==> src/rtl/cu_pkg.sv <==
// Shared encodings for the control unit: opcodes, ALU function codes, FSM states
// and the decoded-instruction bundle handed from instr_decoder to control_unit.
package cu_pkg;

    localparam int unsigned INSTR_W = 16;
    localparam int unsigned OP_W    = 4;
    localparam int unsigned REG_W   = 4;
    localparam int unsigned FS_W    = 4;

    localparam logic [OP_W-1:0] OP_NOP  = 4'h0;
    localparam logic [OP_W-1:0] OP_ADD  = 4'h1;
    localparam logic [OP_W-1:0] OP_SUB  = 4'h2;
    localparam logic [OP_W-1:0] OP_AND  = 4'h3;
    localparam logic [OP_W-1:0] OP_OR   = 4'h4;
    localparam logic [OP_W-1:0] OP_XOR  = 4'h5;
    localparam logic [OP_W-1:0] OP_LDI  = 4'h6;
    localparam logic [OP_W-1:0] OP_MOV  = 4'h7;
    localparam logic [OP_W-1:0] OP_LD   = 4'h8;
    localparam logic [OP_W-1:0] OP_ST   = 4'h9;
    localparam logic [OP_W-1:0] OP_BZ   = 4'hA;
    localparam logic [OP_W-1:0] OP_BNZ  = 4'hB;
    localparam logic [OP_W-1:0] OP_JMP  = 4'hC;
    localparam logic [OP_W-1:0] OP_JAL  = 4'hD;
    localparam logic [OP_W-1:0] OP_RSVD = 4'hE;
    localparam logic [OP_W-1:0] OP_HALT = 4'hF;

    localparam logic [FS_W-1:0] FS_ZERO  = 4'h0;
    localparam logic [FS_W-1:0] FS_ADD   = 4'h1;
    localparam logic [FS_W-1:0] FS_SUB   = 4'h2;
    localparam logic [FS_W-1:0] FS_AND   = 4'h3;
    localparam logic [FS_W-1:0] FS_OR    = 4'h4;
    localparam logic [FS_W-1:0] FS_XOR   = 4'h5;
    localparam logic [FS_W-1:0] FS_PASSA = 4'h6;
    localparam logic [FS_W-1:0] FS_PASSB = 4'h7;

    typedef enum logic [1:0] {
        ST_FETCH = 2'd0,
        ST_EXEC  = 2'd1,
        ST_MEM   = 2'd2,
        ST_HALT  = 2'd3
    } state_e;

    typedef struct packed {
        logic [FS_W-1:0] fs;
        logic            mb;
        logic            md;
        logic            mp;
        logic            rw_en;
        logic            is_mem;
        logic            is_st;
        logic            is_br;
        logic            br_pol;
        logic            is_jmp;
        logic            is_halt;
    } dec_t;

endpackage

==> src/rtl/instr_decoder.sv <==
// Combinational opcode decode; state gating of RW/requests is left to control_unit.
module instr_decoder
    import cu_pkg::*;
(
    input  logic [OP_W-1:0] op_i,
    output dec_t            dec_o
);

    always_comb begin
        dec_o    = '0;
        dec_o.fs = FS_ZERO;
        case (op_i)
            OP_ADD:  begin dec_o.fs = FS_ADD;   dec_o.rw_en = 1'b1; end
            OP_SUB:  begin dec_o.fs = FS_SUB;   dec_o.rw_en = 1'b1; end
            OP_AND:  begin dec_o.fs = FS_AND;   dec_o.rw_en = 1'b1; end
            OP_OR:   begin dec_o.fs = FS_OR;    dec_o.rw_en = 1'b1; end
            OP_XOR:  begin dec_o.fs = FS_XOR;   dec_o.rw_en = 1'b1; end
            OP_LDI:  begin dec_o.fs = FS_PASSB; dec_o.mb = 1'b1; dec_o.rw_en = 1'b1; end
            OP_MOV:  begin dec_o.fs = FS_PASSA; dec_o.rw_en = 1'b1; end
            OP_LD:   begin dec_o.is_mem = 1'b1; dec_o.md = 1'b1; dec_o.rw_en = 1'b1; end
            OP_ST:   begin dec_o.is_mem = 1'b1; dec_o.is_st = 1'b1; end
            // Branch condition is Z of PASSA(ra); br_pol is the Z value that takes the branch
            OP_BZ:   begin dec_o.fs = FS_PASSA; dec_o.is_br = 1'b1; dec_o.br_pol = 1'b1; end
            OP_BNZ:  begin dec_o.fs = FS_PASSA; dec_o.is_br = 1'b1; end
            OP_JMP:  begin dec_o.fs = FS_PASSA; dec_o.is_jmp = 1'b1; end
            OP_JAL:  begin
                dec_o.fs     = FS_PASSA;
                dec_o.is_jmp = 1'b1;
                dec_o.mp     = 1'b1;
                dec_o.rw_en  = 1'b1;
            end
            OP_HALT: dec_o.is_halt = 1'b1;
            OP_NOP, OP_RSVD: dec_o = '0;
            default: dec_o = '0;
        endcase
    end

endmodule

==> src/rtl/control_unit.sv <==
// Multi-cycle fetch/execute sequencer: owns PC and IR, drives datapath controls
// and the instruction (req/valid) and data (req/ack) memory ports.
module control_unit
    import cu_pkg::*;
#(
    parameter int unsigned     PC_W     = 6,
    parameter logic [PC_W-1:0] RESET_PC = '0
) (
    input  logic               clk_main,
    input  logic               reset,
    input  logic [INSTR_W-1:0] instr_in,
    input  logic               instr_valid,
    output logic               instr_req,
    output logic [PC_W-1:0]    pc_out,
    output logic               data_req,
    output logic               data_we,
    input  logic               data_ack,
    input  logic               Z,
    input  logic [INSTR_W-1:0] BusA,
    output logic [REG_W-1:0]   DR,
    output logic [REG_W-1:0]   SA,
    output logic [REG_W-1:0]   SB,
    output logic [FS_W-1:0]    FS,
    output logic               MB,
    output logic               MD,
    output logic               RW,
    output logic               MP,
    output logic [PC_W-1:0]    PC_link,
    output logic               halted
);

    state_e             state_q, state_d;
    logic [PC_W-1:0]    pc_q, pc_d;
    logic [INSTR_W-1:0] ir_q, ir_d;
    logic [PC_W-1:0]    pc_inc;
    logic [PC_W-1:0]    pc_br;
    dec_t               dec;
    logic               unused_busa;

    instr_decoder u_dec (
        .op_i  (ir_q[15:12]),
        .dec_o (dec)
    );

    // All PC arithmetic wraps naturally at PC_W bits
    assign pc_inc      = pc_q + PC_W'(1);
    assign pc_br       = pc_inc + {{(PC_W-REG_W){ir_q[11]}}, ir_q[11:8]};
    assign pc_out      = pc_q;
    assign PC_link     = pc_inc;
    assign unused_busa = ^BusA[INSTR_W-1:PC_W];

    always_ff @(posedge clk_main or posedge reset) begin
        if (reset) begin
            state_q <= ST_FETCH;
            pc_q    <= RESET_PC;
            ir_q    <= '0;
        end else begin
            state_q <= state_d;
            pc_q    <= pc_d;
            ir_q    <= ir_d;
        end
    end

    always_comb begin
        state_d   = state_q;
        pc_d      = pc_q;
        ir_d      = ir_q;
        instr_req = 1'b0;
        data_req  = 1'b0;
        data_we   = 1'b0;
        DR        = '0;
        SA        = '0;
        SB        = '0;
        FS        = FS_ZERO;
        MB        = 1'b0;
        MD        = 1'b0;
        RW        = 1'b0;
        MP        = 1'b0;
        halted    = 1'b0;

        case (state_q)
            ST_FETCH: begin
                instr_req = 1'b1;
                if (instr_valid) begin
                    ir_d    = instr_in;
                    state_d = ST_EXEC;
                end
            end

            ST_EXEC: begin
                DR      = ir_q[11:8];
                SA      = ir_q[7:4];
                SB      = ir_q[3:0];
                FS      = dec.fs;
                MB      = dec.mb;
                MP      = dec.mp;
                // Loads write back from MEM on ack, never here
                RW      = dec.rw_en & ~dec.is_mem;
                pc_d    = pc_inc;
                state_d = ST_FETCH;
                if (dec.is_mem) begin
                    pc_d    = pc_q;
                    state_d = ST_MEM;
                end else if (dec.is_halt) begin
                    pc_d    = pc_q;
                    state_d = ST_HALT;
                end else if (dec.is_jmp) begin
                    pc_d = BusA[PC_W-1:0];
                end else if (dec.is_br && (Z == dec.br_pol)) begin
                    pc_d = pc_br;
                end
            end

            ST_MEM: begin
                data_req = 1'b1;
                data_we  = dec.is_st;
                DR       = ir_q[11:8];
                SA       = ir_q[7:4];
                SB       = ir_q[3:0];
                MD       = dec.md;
                RW       = data_ack & dec.rw_en;
                if (data_ack) begin
                    pc_d    = pc_inc;
                    state_d = ST_FETCH;
                end
            end

            ST_HALT: begin
                halted = 1'b1;
            end

            default: state_d = ST_FETCH;
        endcase
    end

endmodule

==> config.mk <==
export PLATFORM = sky130hd
export DESIGN_NAME = control_unit
export DESIGN_NICKNAME = d
export VERILOG_FILES = /design/src/rtl/cu_pkg.sv /design/src/rtl/instr_decoder.sv /design/src/rtl/control_unit.sv
export SDC_FILE = /design/constraint.sdc
export NUM_CORES = 1
export LEC_CHECK = 0
export CAP_MARGIN = 10
export CORE_MARGIN = 5
export CORE_UTILIZATION = 42
export DETAILED_ROUTE_END_ITERATION = 8
export PLACE_DENSITY = 0.83
export SYNTH_ARGS = -nofsm -noshare
export SYNTH_HDL_FRONTEND = slang
export SYNTH_SLANG_ARGS = --single-unit
==> constraint.sdc <==
create_clock -name clk_main -period 2.6 [get_ports clk_main]
set_input_delay 0.65 -clock clk_main [delete_from_list [all_inputs] [get_ports clk_main]]
set_output_delay 0.65 -clock clk_main [all_outputs]
set_load 0.005 [all_outputs]
# --- Word-level counts from Yosys, hierarchy flattened ---
# Cells that the tools add are included.
# W data, S select, Z words.
word_totals:
  register_bits: 24
op_classes:
  bitwise_logic: 3
  mux: 34
  n_reduce_logical: 13
  n_addsub: 2
  eq_ne: 22
ops:
  columns: ["op", "n"]
  rows:
  - ["$mux W6", 5]
  - ["$eq A4 B4 Y1 const B", 7]
  - ["$pmux W3 S7", 1]
  - ["$mux W1", 17]
  - ["$eq A4 B3 Y1 const B", 4]
  - ["$mux W4", 4]
  - ["$pmux W6 S2", 1]
  - ["$reduce_or A9 Y1", 1]
  - ["$eq A4 B2 Y1 const B", 2]
  - ["$mux W2", 4]
  - ["$ne A2 B2 Y1 const B", 4]
  - ["$reduce_or A2 Y1", 4]
  - ["$add A6 B1 Y6 const B", 1]
  - ["$add A6 B6 Y6", 1]
  - ["$pmux W2 S3", 1]
  - ["$reduce_or A5 Y1", 1]
  - ["$eq A2 B2 Y1 const B", 2]
  - ["$eq A4 B1 Y1 const B", 1]
  - ["$reduce_and A4 Y1", 1]
  - ["$reduce_and A3 Y1", 1]
  - ["$reduce_bool A3 Y1", 1]
  - ["$and A1 B1 Y1", 2]
  - ["$eq A2 B1 Y1 const B", 1]
  - ["$logic_not A2 Y1", 1]
  - ["6 further kinds", 6]

# --- Longest topological paths before layout ---
# Gate-level depths: netlist of the first run.
logic_depth:
  ltp_word: 9
  ltp_mapped: 8
  ltp_nobuf: 8

# --- Cells and area by module ---
# From an unflattened synthesis of the first run, not the netlist that was laid out.
hier_totals:
  hier_cells: 189
  area_unflattened_um2: 1838.0
by_module_without_submodules:
  columns: ["mod", "cells_per_inst", "instances", "area_per_inst_um2"]
  rows:
  - ["control_unit", 161, 1, 1664.1]
  - ["instr_decoder", 28, 1, 173.9]

# --- Worst setup path before layout of the first run ---
# No wires, ideal clock.
synth_path:
  kind: "register to register"
  start: "register pc_q[0] (netlist: pc_out[0])"
  end: "register pc_q[5] (netlist: pc_out[5])"
  slack_ns: 0.367
  arrival_time_ns: 2.107
  n_path_buf: 0
  synth_period_minus_slack_ns: 2.233
  setup_time_ns: 0.126
  path_stages_with_launch: 9
  path_cell_list: "dfrtp_1 > ha_1 > nand3_1 > xnor2_1 > ha_1 > nand4_1 > a211o_1 > and4_1 > o32a_1"
synth_via:
  elab_chain_len: 7
synth_lines:
  columns: ["element", "line", "rtl"]
  rows:
  - ["start, declared", "control_unit.sv:33", "logic [PC_W-1:0] pc_q, pc_d;"]
  - ["start signal, assigned", "control_unit.sv:59", "pc_q <= pc_d;"]
  - ["$add A6 B1 Y6", "control_unit.sv:46", "assign pc_inc = pc_q + PC_W'(1);"]
  - ["via PC_link[4]", "control_unit.sv:28", "output logic [PC_W-1:0] PC_link,"]
  - ["$add A6 B6 Y6", "control_unit.sv:47", "assign pc_br = pc_inc + {{(PC_W-REG_W){ir_q[11]}}, ir_q[11:8]};"]
  - ["$mux W6", "control_unit.sv:109", "end else if (dec.is_br && (Z == dec.br_pol)) begin"]
  - ["$mux W6", "control_unit.sv:107", "end else if (dec.is_jmp) begin"]
  - ["$mux W6", "control_unit.sv:104", "end else if (dec.is_halt) begin"]
  - ["$mux W6", "control_unit.sv:101", "if (dec.is_mem) begin"]
  - ["$pmux W6 S2", "control_unit.sv:81", "case (state_q)"]
# The timed path passes the listed nets, and every way through them passes these cells. The select of a mux whose other input is x is not followed.
# A chain may end at the register's enable or synchronous reset.

# --- Final worst setup path of the first run ---
layout_path:
  start: "register pc_q[0] (netlist: pc_out[0])"
  end: "output PC_link[2]"
layout_via:
  elab_chain_len: 1
layout_lines:
  columns: ["element", "line"]
  rows:
  - ["$add A6 B1 Y6", "control_unit.sv:46"]
  - ["end, declared", "control_unit.sv:28"]
# No other way between the ends.

==> results of run 1 <==
## metal layers
layer | vias up | GRT usage | wire length (microns)
met5 | - | 0 | 0
li1 | 766 | - | -
met3 | 4 | 0.05746 | 426
met2 | 59 | 0.2549 | 2123
met1 | 735 | 0.2039 | 1795
met4 | 0 | 0.04024 | 25
## what timing repair did
item                                    CTS  global route
resized for setup                         6             6
setup buffers                             3             2
pin swaps                                 1             0
endpoints found under the setup margin    6            14
## report_power, final
part           switching [mW]  internal [mW]  total, mW
Combinational            1.05           1.37       2.41
Clock                   0.123          0.206      0.328
Sequential              0.174          0.570      0.744
Total                    1.34           2.14       3.49
## metrics by stage
stage,cell area [sq um],util
2_1_floorplan,1695,-
3_5_place_dp,2399,0.6084
6_report,2549,0.6465
5_1_grt,2549,0.6465
3_3_place_gp,2399,0.6084
4_1_cts,2509,0.6363
## sequential cells by signal (all words and copies together) (netlist names)
signal   count
ir_q        16
state_q      2
pc_out       6
## worst paths after layout
| kind | from | endpoint | depth (start not counted) |
|---|---|---|---|
| worst max-delay path | pc_out[0]$_DFFE_PP0P_ | PC_link[2] | 3 |
| worst min-delay path | ir_q[4]$_DFFE_PP0P_ | ir_q[4]$_DFFE_PP0P_ | 1 |
| worst max register to register | pc_out[2]$_DFFE_PP0P_ | pc_out[5]$_DFFE_PP0P_ | 9 |
| worst min register to register | ir_q[4]$_DFFE_PP0P_ | ir_q[4]$_DFFE_PP0P_ | 1 |
| max in group asynchronous | reset | pc_out[1]$_DFFE_PP0P_ | 3 |
| min in group asynchronous | reset | ir_q[0]$_DFFE_PP0P_ | 3 |
## worst max-delay path: stages, from the launching register on
cell	delay, ns
dfrtp_2	0.45
ha_1	0.27
xor2_1	0.28
clkdlybuf4s50_1	0.56
## layout make-up
type,count,area (sq um),area share
multi-input combinational,131,1050,0.4119
timing repair buffer,76,725.7,0.2847
sequential,24,605.6,0.2376
tap,50,62.56,0.02455
clock buffer,3,41.29,0.01620
inverter,9,33.78,0.01325
clock inverter,1,30.03,0.01178
## placed cells by master, fill, tap and decap left out, types with 2 or more instances in the layout
cell / n
inv_1: 8
xor2_1: 3
clkbuf_8: 3
nor3_1: 5
o22ai_1: 4
nand3_1: 4
and3b_1: 2
ha_1: 9
nor2_1: 8
xnor2_1: 4
o21ai_0: 8
clkdlybuf4s50_1: 60
buf_4: 14
nand2_1: 5
a21oi_1: 11
and2_1: 12
a21o_1: 3
dfrtp_1: 20
a221o_1: 2
mux2_2: 16
o21a_1: 2
nand4b_1: 2
mux2i_1: 2
dfrtp_2: 4
ha_2: 2
## cell families after synthesis
kind of cell | after synthesis
adders and majority gates | 13
buffers and inverters | 16
other | 1
muxes | 18
xor gates and xnor gates | 8
AOI/OAI and AO/OA | 40
and+or+nand+nor | 51
DFF | 24
## synthesized netlist by cell type (3+ instances only)
| library cell | count | area (sq um) |
|---|---|---|
| dfrtp_1 | 24 | 600.6 |
| mux2_2 | 16 | 180.2 |
| and2_1 | 12 | 75.07 |
| ha_1 | 12 | 150.1 |
| a21oi_1 | 11 | 55.05 |
| inv_1 | 8 | 30.03 |
| nor2_1 | 8 | 30.03 |
| o21ai_0 | 8 | 40.04 |
| nand2_1 | 5 | 18.77 |
| nor3_1 | 5 | 25.02 |
| xnor2_1 | 5 | 43.79 |
| nand3_1 | 4 | 20.02 |
| o22ai_1 | 4 | 25.02 |
| a21o_1 | 3 | 22.52 |
| buf_4 | 3 | 22.52 |
| clkbuf_1 | 3 | 11.26 |
| xor2_1 | 3 | 26.28 |
==> impl_summary.txt, run 1 <==
----------------------------------------------------
[Cells and area]
  Fin cells ... 294
  Layout overhead on the synthesized area ... 50.33%
  Antenna fix cells ... 0
  FILL cells ... 314
  Count of nets after finishing ... 295
  Ratio of cells with drive above 1 in the final layout ... 0.2090

[Synth]
  Post-synth top flop ... dfrtp_1
  Multiplexer share of the synthesized area ... 0.1181
  Post-synth ARST share ... 1.000
  Synth Area in XOR/XNOR ... 0.04133
  Largest family of logic cells by synthesized area ... simple AND/OR/NAND/NOR gates
  Synthesized-area fraction occupied by ao, oa, aoi and oai cells ... 0.1579
  Number of enable flip-flop cells after synthesis ... 0
  Synthesized area ... 1695 sq um
  Number of warnings issued by yosys ... 0
  Register bit count reported by yosys ... 24
  Synth Area per Inst ... 9.914 sq um
  Area fraction in and, or, nand and nor cells after synthesis ... 0.1793
  Gate Count Post-Synth ... 171
  Adder and majority cell fraction of the synthesized area ... 0.1004
  Distinct cell type count of the synthesized netlist ... 49
  Synthesized Nets ... 221
  Fraction of the yosys area taken by sequential cells ... 0.3542

[Die]
  Chip Width ... 73.54 microns
  Num ports ... 73
  Full die area ... 5407 sq um
  Initial standard-cell utilization of the core ... 0.4300
  Core area ... 3943 sq um
  Height of the chip ... 73.54 microns
  Number of placement rows ... 23

[Clock network]
  Clock latency at the later pin of the worst-skew pair ... 0.27 ns
  Number of clock buffers inserted by TritonCTS ... 3
  Clock-pin slew on the worst setup and hold paths ... 0.09 ns
  Master cell of the clock root buffer ... clkbuf_8
  Number of buffers inserted by hold repair at cts ... 0
  Clock tree from TritonCTS ... yes
  H-tree depth reported by CTS ... 1
  Buffers from clock root to sink, at most ... 2
  Clk sink count ... 24

[STA]
  Smallest hold slack ... 0.5002 ns
  Fin crit period ... 2.483 ns
  Number of hold-slack violations in the final timing report ... 0
  Share of the clock period used by the worst path after layout ... 0.9549
  Worst Setup Slack, final ... 0.1173 ns
  Setup Total Neg Slack ... 0 ns
  Total setup violations reported at the end of the flow ... 0
  Clock tree skew after final layout ... 0.007091 ns
  Highest clock rate ... 402.8 MHz
  Final max-slew violation count ... 0

[Critical path]
  Required time reported for the critical path endpoint ... 1.95 ns
  Endpoint kind of the worst setup timing path ... output port
  Maximum net fanout on the critical path ... 5
  Worst EP arrival ... 1.83 ns
  Crit Path Category ... reg -> out
  Worst Setup Start Kind ... flop
  R2R Setup Slk ... 0.17 ns

[Detailed routing]
  Initial drt markers ... 107
  Detailed Routing Iterations Pass 1 ... 4
  Detailed-route vias per instance ... 5.320
  DRC viols ... 0
  Remaining number of nets flagged by the antenna check after routing ... 0
  Final routed wire length divided by cell count ... 14.87 microns
  Final wirelength ... 4371 microns
  Routed via count ... 1564

[GRT]
  Total grt overflow ... 0
  All-Layer GR Usage ... 0.1593
  Antenna violations before repair ... 0
  Global-route wire length before repair ... 6734 microns
  Pin count of the biggest net entering global routing ... 25
  Vias in the first global route ... 1510

[Status]
  Result of the run ... finished, final reports clean

[Placement]
  Setup slack after placement ... 0.01447 ns
  Count of buffers inserted at the top-level ports ... 61
  Global placement routability congestion ... 0.8362
  HPWL after DPL ... 3282 microns
  Number of instances in the placed design ... 285

[Pwr]
  Highest ir drop seen on vdd ... 634.2 uV
  Power per standard cell area ... 1367 nW/um^2
  Total chip power ... 3.485 mW
  LEAKAGE ... 1.093 nW

[Job]
  Max-cap check violation count ... 0

[Worst hold path]
  Min-delay worst type ... reg -> reg

----------------------------------------------------
No activity file was read; power rests on OpenSTA's default activity.
==> run 2: changes to the inputs <==
--- a/config.mk
+++ b/config.mk
@@ -6,6 +6,7 @@
 export NUM_CORES = 1
 export LEC_CHECK = 0
 export CAP_MARGIN = 10
+export CORE_ASPECT_RATIO = 0.5
 export CORE_MARGIN = 5
 export CORE_UTILIZATION = 42
 export DETAILED_ROUTE_END_ITERATION = 8
==> run 2 against run 1 <==
  * Routed wire length up 5.0%
  * Largest power group unchanged
  * Clock-buffer cell count rose by 1
  * Flip-flop and latch count unchanged
  * Final area decreased by 1.7%
  * Critical path depth is 1 higher
  * Via count up 1.7%
  * Clock skew is 0.0027 ns lower
  * Register-to-register slack improved by 0.05 ns
  * Core utilization is 0.48 points lower
  * Clock power down 23%
  * Total power down 2.4%
==> impl_summary.txt, run 2 (synthesis gave the netlist of run 1 again) <==
----------------------------------------------------
[STA]
  Fin crit period ... 2.501 ns
  Highest clock rate ... 399.9 MHz
  Share of the clock period used by the worst path after layout ... 0.9618
  Setup repair after global routing missed its margin ... true
  Worst Setup Slack, final ... 0.09936 ns
  Number of hold-slack violations in the final timing report ... 0
  Smallest hold slack ... 0.5007 ns
  Total setup violations reported at the end of the flow ... 0
  Clock tree skew after final layout ... 0.004416 ns
  Final max-slew violation count ... 0

[GRT]
  All-Layer GR Usage ... 0.1712
  Met2 capacity usage during global routing ... 0.3157
  Pin count of the biggest net entering global routing ... 25
  Total grt overflow ... 0
  Antenna violations before repair ... 0
  Most crowded layer after global routing ... met2
  Global-route wire length before repair ... 7389 microns
  Vias in the first global route ... 1545
  Met1 Track Usage GR ... 0.2091
  Met3 usage in global routing ... 0.03755

[Clock network]
  Clk sink count ... 24
  Clock tree from TritonCTS ... yes
  Number of clock buffers inserted by TritonCTS ... 3
  Buffers from clock root to sink, at most ... 2
  Clock latency at the later pin of the worst-skew pair ... 0.26 ns
  Master cell of the clock root buffer ... clkbuf_8
  H-tree depth reported by CTS ... 1
  Number of buffers inserted by hold repair at cts ... 0
  Post-CTS Setup Inserts ... 0
  Clock-pin slew on the worst setup and hold paths ... 0.08 ns

[Cells and area]
  Ratio of cells with drive above 1 in the final layout ... 0.1983
  Max reg flops ... 16
  Layout overhead on the synthesized area ... 47.75%
  Most used cells in the layout excluding fill and tap cells ... 60 x clkdlybuf4s50_1, 19 x dfrtp_1, 16 x mux2_2
  Utilization after layout ... 0.6417
  Antenna fix cells ... 0
  Fin cells ... 291
  Count of nets after finishing ... 288
  Biggest register ... ir_q
  Most frequent standard cell in the layout excluding fill and tap cells ... clkdlybuf4s50_1

[Critical path]
  Critical-path cell with the highest stage delay ... clkdlybuf4s50_1
  Crit Path Category ... reg -> out
  Cells traversed along the worst timing path ... inv_1 -> ha_4 -> and2_1 -> clkdlybuf4s50_1
  Largest stage delay on the critical path ... 0.51 ns
  Worst EP arrival ... 1.85 ns
  Worst Setup Start Kind ... flop
  Maximum net fanout on the critical path ... 14
  Required time reported for the critical path endpoint ... 1.95 ns
  Endpoint kind of the worst setup timing path ... output port

[Detailed routing]
  Final wirelength ... 4588 microns
  Initial drt markers ... 103
  Routed via count ... 1591
  Detailed-route vias per instance ... 5.467
  DRC viols ... 0
  Detailed Routing Iterations Pass 1 ... 4
  Final routed wire length divided by cell count ... 15.77 microns
  Remaining number of nets flagged by the antenna check after routing ... 0

[Die]
  Height of the chip ... 54.93 microns
  Initial standard-cell utilization of the core ... 0.4343
  Chip Width ... 99.85 microns
  Number of placement rows ... 16
  Core area ... 3904 sq um
  Full die area ... 5484 sq um
  Num ports ... 73

[Pwr]
  Power per standard cell area ... 1358 nW/um^2
  Highest ir drop seen on vdd ... 545.2 uV
  Logic pwr share ... 0.690
  LEAKAGE ... 1.049 nW
  Internal Pwr Total ... 2.036 mW
  Clock share of power ... 0.074
  Switching pwr ... 1.365 mW
  Proportion of total power due to net switching ... 0.4013
  Power share of the sequential group ... 0.236

[Placement]
  HPWL after DPL ... 3482 microns
  Setup slack after placement ... 0.04629 ns
  Number of instances in the placed design ... 287
  Global placement routability congestion ... 0.8851
  Count of buffers inserted at the top-level ports ... 61

[Status]
  Result of the run ... finished, final reports clean

[Worst hold path]
  Min-delay worst type ... reg -> reg

[Job]
  Max-cap check violation count ... 0

----------------------------------------------------
[run 2: cell count changes in the layout (fill, tap and decap cells not counted), sizes merged]
cell    change
clkbuf      +1
buf         -7
bufinv      -1
[run 2: path summary, 6_finish.rpt]
path	start	to	slack (ns)	depth (start not counted)
max	state_q[1]$_DFFE_PP0P_	DR[3]	0.1	4
max in group asynchronous	reset	pc_out[1]$_DFFE_PP0P_	1.61	3
min	ir_q[2]$_DFFE_PP0P_	ir_q[2]$_DFFE_PP0P_	0.50	1
min reg2reg	ir_q[2]$_DFFE_PP0P_	ir_q[2]$_DFFE_PP0P_	0.50	1
min in group asynchronous	reset	ir_q[1]$_DFFE_PP0P_	0.73	3
max reg2reg	pc_out[0]$_DFFE_PP0P_	pc_out[5]$_DFFE_PP0P_	0.22	8
[run 2: stage by stage]
stage | area, sq um | power (mW) | TNS [ns]
after floorplan | 1695 | 2.094 | 0
after global placement | 2389 | 2.955 | 0
after detailed placement | 2389 | 3.045 | 0
after CTS | 2480 | 3.359 | 0
after global routing | 2505 | 3.679 | -0.02237
final | 2505 | 3.401 | 0
[run 2: timing repair]
item	in CTS	in global routing
setup endpoints to repair	15	6
pin swaps	1	0
gates resized for setup	10	7
[run 2: critical path, delay by kind of cell (launching register included)]
family / cells / cell delay [ns]
adder cells (fa/ha/maj): 1 / 0.36
buffers and inverters: 2 / 0.65
flip-flops: 1 / 0.44
AND/OR/NAND/NOR: 1 / 0.14
[run 2: power groups by stage]
stage	logic [mW]	clock network, mW	registers [mW]
2_1_floorplan	1.39	0	0.700
3_3_place_gp	2.18	0	0.770
3_5_place_dp	2.26	0	0.786
4_1_cts	2.31	0.257	0.788
5_1_grt	2.56	0.276	0.839
6_report	2.35	0.251	0.803
[run 2: cell type report]
class / instances / area [sq um]
tap: 54 / 67.56
timing repair buffer: 69 / 669.4
clock buffer: 4 / 55.05
inverter: 9 / 33.78
fill: 343 / 1399
multi-input combinational: 131 / 1072
sequential: 24 / 606.8
[run 2: layer usage]
metal | routed length (microns) | vias to the layer above
li1 | - | 756
met1 | 1875 | 762
met2 | 2366 | 67
met3 | 291 | 6
met4 | 55 | 0
met5 | 0 | -
==> run 3: changes to the inputs <==
--- a/config.mk
+++ b/config.mk
@@ -11,6 +11,7 @@
 export CORE_UTILIZATION = 42
 export DETAILED_ROUTE_END_ITERATION = 8
 export PLACE_DENSITY = 0.83
+export SETUP_SLACK_MARGIN = 0.15
 export SYNTH_ARGS = -nofsm -noshare
 export SYNTH_HDL_FRONTEND = slang
 export SYNTH_SLANG_ARGS = --single-unit
==> run 3 against run 2 <==
  * Sequential power shrank 1%
  * Clock skew up 0.0028 ns
  * Combinational power increased by 11%
  * Critical endpoint is now pc_out[5]$_DFFE_PP0P_
==> impl_summary.txt, run 3 (synthesis gave the netlist of run 1 again) <==
----------------------------------------------------
[Pwr]
  Highest ir drop seen on vdd ... 541.7 uV
  LEAKAGE ... 1.181 nW
  Power per standard cell area ... 1378 nW/um^2

[Cells and area]
  Most frequent standard cell in the layout excluding fill and tap cells ... clkdlybuf4s50_1
  Max reg flops ... 16
  Biggest register ... ir_q
  Most used cells in the layout excluding fill and tap cells ... 55 x clkdlybuf4s50_1, 21 x buf_4, 16 x mux2_2, 16 x dfrtp_1, 12 x and2_1
  Fin cells ... 304
  Ratio of cells with drive above 1 in the final layout ... 0.2720
  Layout overhead on the synthesized area ... 57.20%
  Count of nets after finishing ... 301
  Antenna fix cells ... 0

[Die]
  Height of the chip ... 54.93 microns
  Chip Width ... 99.85 microns
  Number of placement rows ... 16
  Initial standard-cell utilization of the core ... 0.4343
  Core area ... 3904 sq um
  Full die area ... 5484 sq um
  Num ports ... 73

[STA]
  Fin crit period ... 2.412 ns
  Clock tree skew after final layout ... 0.007241 ns
  Share of the clock period used by the worst path after layout ... 0.9276
  Setup repair after global routing missed its margin ... true
  Smallest hold slack ... 0.5017 ns
  Remaining max-slew budget at the tightest pin ... 0.6707
  Worst Setup Slack, final ... 0.1882 ns
  Total setup violations reported at the end of the flow ... 0
  Highest clock rate ... 414.6 MHz
  Final max-slew violation count ... 0
  Number of hold-slack violations in the final timing report ... 0
  Setup Total Neg Slack ... 0 ns
  Actual transition at the worst max-transition pin ... 0.4906 ns

[Clock network]
  Master cell of the clock root buffer ... clkbuf_8
  Number of buffers inserted by hold repair at cts ... 0
  Number of clock buffers inserted by TritonCTS ... 3
  Clock-pin slew on the worst setup and hold paths ... 0.09 ns
  H-tree depth reported by CTS ... 1
  Clock latency at the later pin of the worst-skew pair ... 0.27 ns
  Clock tree from TritonCTS ... yes
  Buffers from clock root to sink, at most ... 2
  Clk sink count ... 24

[Critical path]
  Crit Path Category ... reg -> reg
  Number of buffer and inverter instances along the worst setup path ... 1
  Cells traversed along the worst timing path ... buf_4 -> nand3_1 -> xnor2_2 -> ha_1 -> a21o_1 -> a21oi_2 -> nand4b_1 -> and4_1 -> o32a_1
  Maximum net fanout on the critical path ... 4
  Worst EP arrival ... 2.57 ns
  Endpoint kind of the worst setup timing path ... flop
  Crit-path leading delay family ... compound AO/OA/AOI/OAI gates
  Required time reported for the critical path endpoint ... 2.76 ns
  Critical-path cell with the highest stage delay ... dfrtp_2
  Largest stage delay on the critical path ... 0.45 ns
  Worst Setup Start Kind ... flop

[GRT]
  Pin count of the biggest net entering global routing ... 25
  Global-route wire length before repair ... 7672 microns
  Vias in the first global route ... 1557
  Total grt overflow ... 0
  Antenna violations before repair ... 0
  All-Layer GR Usage ... 0.1797

[Placement]
  HPWL after DPL ... 3482 microns
  Count of buffers inserted at the top-level ports ... 61
  Global placement routability congestion ... 0.8851
  Number of instances in the placed design ... 287
  Setup slack after placement ... 0.04629 ns

[Detailed routing]
  Final wirelength ... 4922 microns
  DRC viols ... 0
  Initial drt markers ... 111
  Remaining number of nets flagged by the antenna check after routing ... 0
  WL met3 ... 248 microns
  Detailed-routed wire length on met2 ... 2569 microns
  Detailed-route vias per instance ... 5.395
  Total routed wire length on the met1 layer ... 2060 microns
  Routed via count ... 1640
  Detailed Routing Iterations Pass 1 ... 4
  Final routed wire length divided by cell count ... 16.19 microns
  Uppermost metal layer occupied by signal nets ... met4

[Status]
  Result of the run ... finished, final reports clean

[Worst hold path]
  Min-delay worst type ... reg -> reg

[Job]
  Max-cap check violation count ... 0

----------------------------------------------------
[run 3: power by group]
group          internal, mW  switching, mW  total (mW)
sequential            0.576          0.219       0.795
clock                 0.135          0.120       0.256
combinational          1.49           1.13        2.62
[run 3: through the flow]
stage | cell area, sq um | utilization | power, mW
6_report | 2665 | 0.6827 | 3.673
5_1_grt | 2665 | 0.6827 | 3.952
4_1_cts | 2559 | 0.6554 | 3.466
3_5_place_dp | 2389 | 0.6119 | 3.045
3_3_place_gp | 2389 | 0.6119 | 2.955
2_1_floorplan | 1695 | - | 2.094
[run 3: path summary, 6_finish.rpt]
kind | depth (start not counted) | from | endpoint | slack [ns]
max | 9 | pc_out[1]$_DFFE_PP0P_ | pc_out[5]$_DFFE_PP0P_ | 0.19
min | 1 | ir_q[2]$_DFFE_PP0P_ | ir_q[2]$_DFFE_PP0P_ | 0.50
max reg2reg | 9 | pc_out[1]$_DFFE_PP0P_ | pc_out[5]$_DFFE_PP0P_ | 0.19
min reg2reg | 1 | ir_q[2]$_DFFE_PP0P_ | ir_q[2]$_DFFE_PP0P_ | 0.50
max in group asynchronous | 3 | reset | ir_q[12]$_DFFE_PP0P_ | 1.62
min in group asynchronous | 3 | reset | ir_q[11]$_DFFE_PP0P_ | 0.72
[run 3: layer usage]
layer,GRT usage,vias to the layer above
li1,-,777
met1,0.2200,800
met2,0.3377,55
met3,0.03630,8
met4,0.03855,0
met5,0,-
[run 3: layout make-up]
class	count	area, sq um
Timing Repair Buffer	82	779.5
Inverter	9	36.28
Clock buffer	4	55.05
Multi-Input combinational cell	131	1116
Fill cell	318	1239
Sequential cell	24	610.6
Tap cell	54	67.56
[run 3: timing repair]
action                     4_1_cts  5_1_grt
gates resized for setup         15       18
pin swaps                        2        5
buffers inserted                 8        5
setup endpoints to repair       24       25
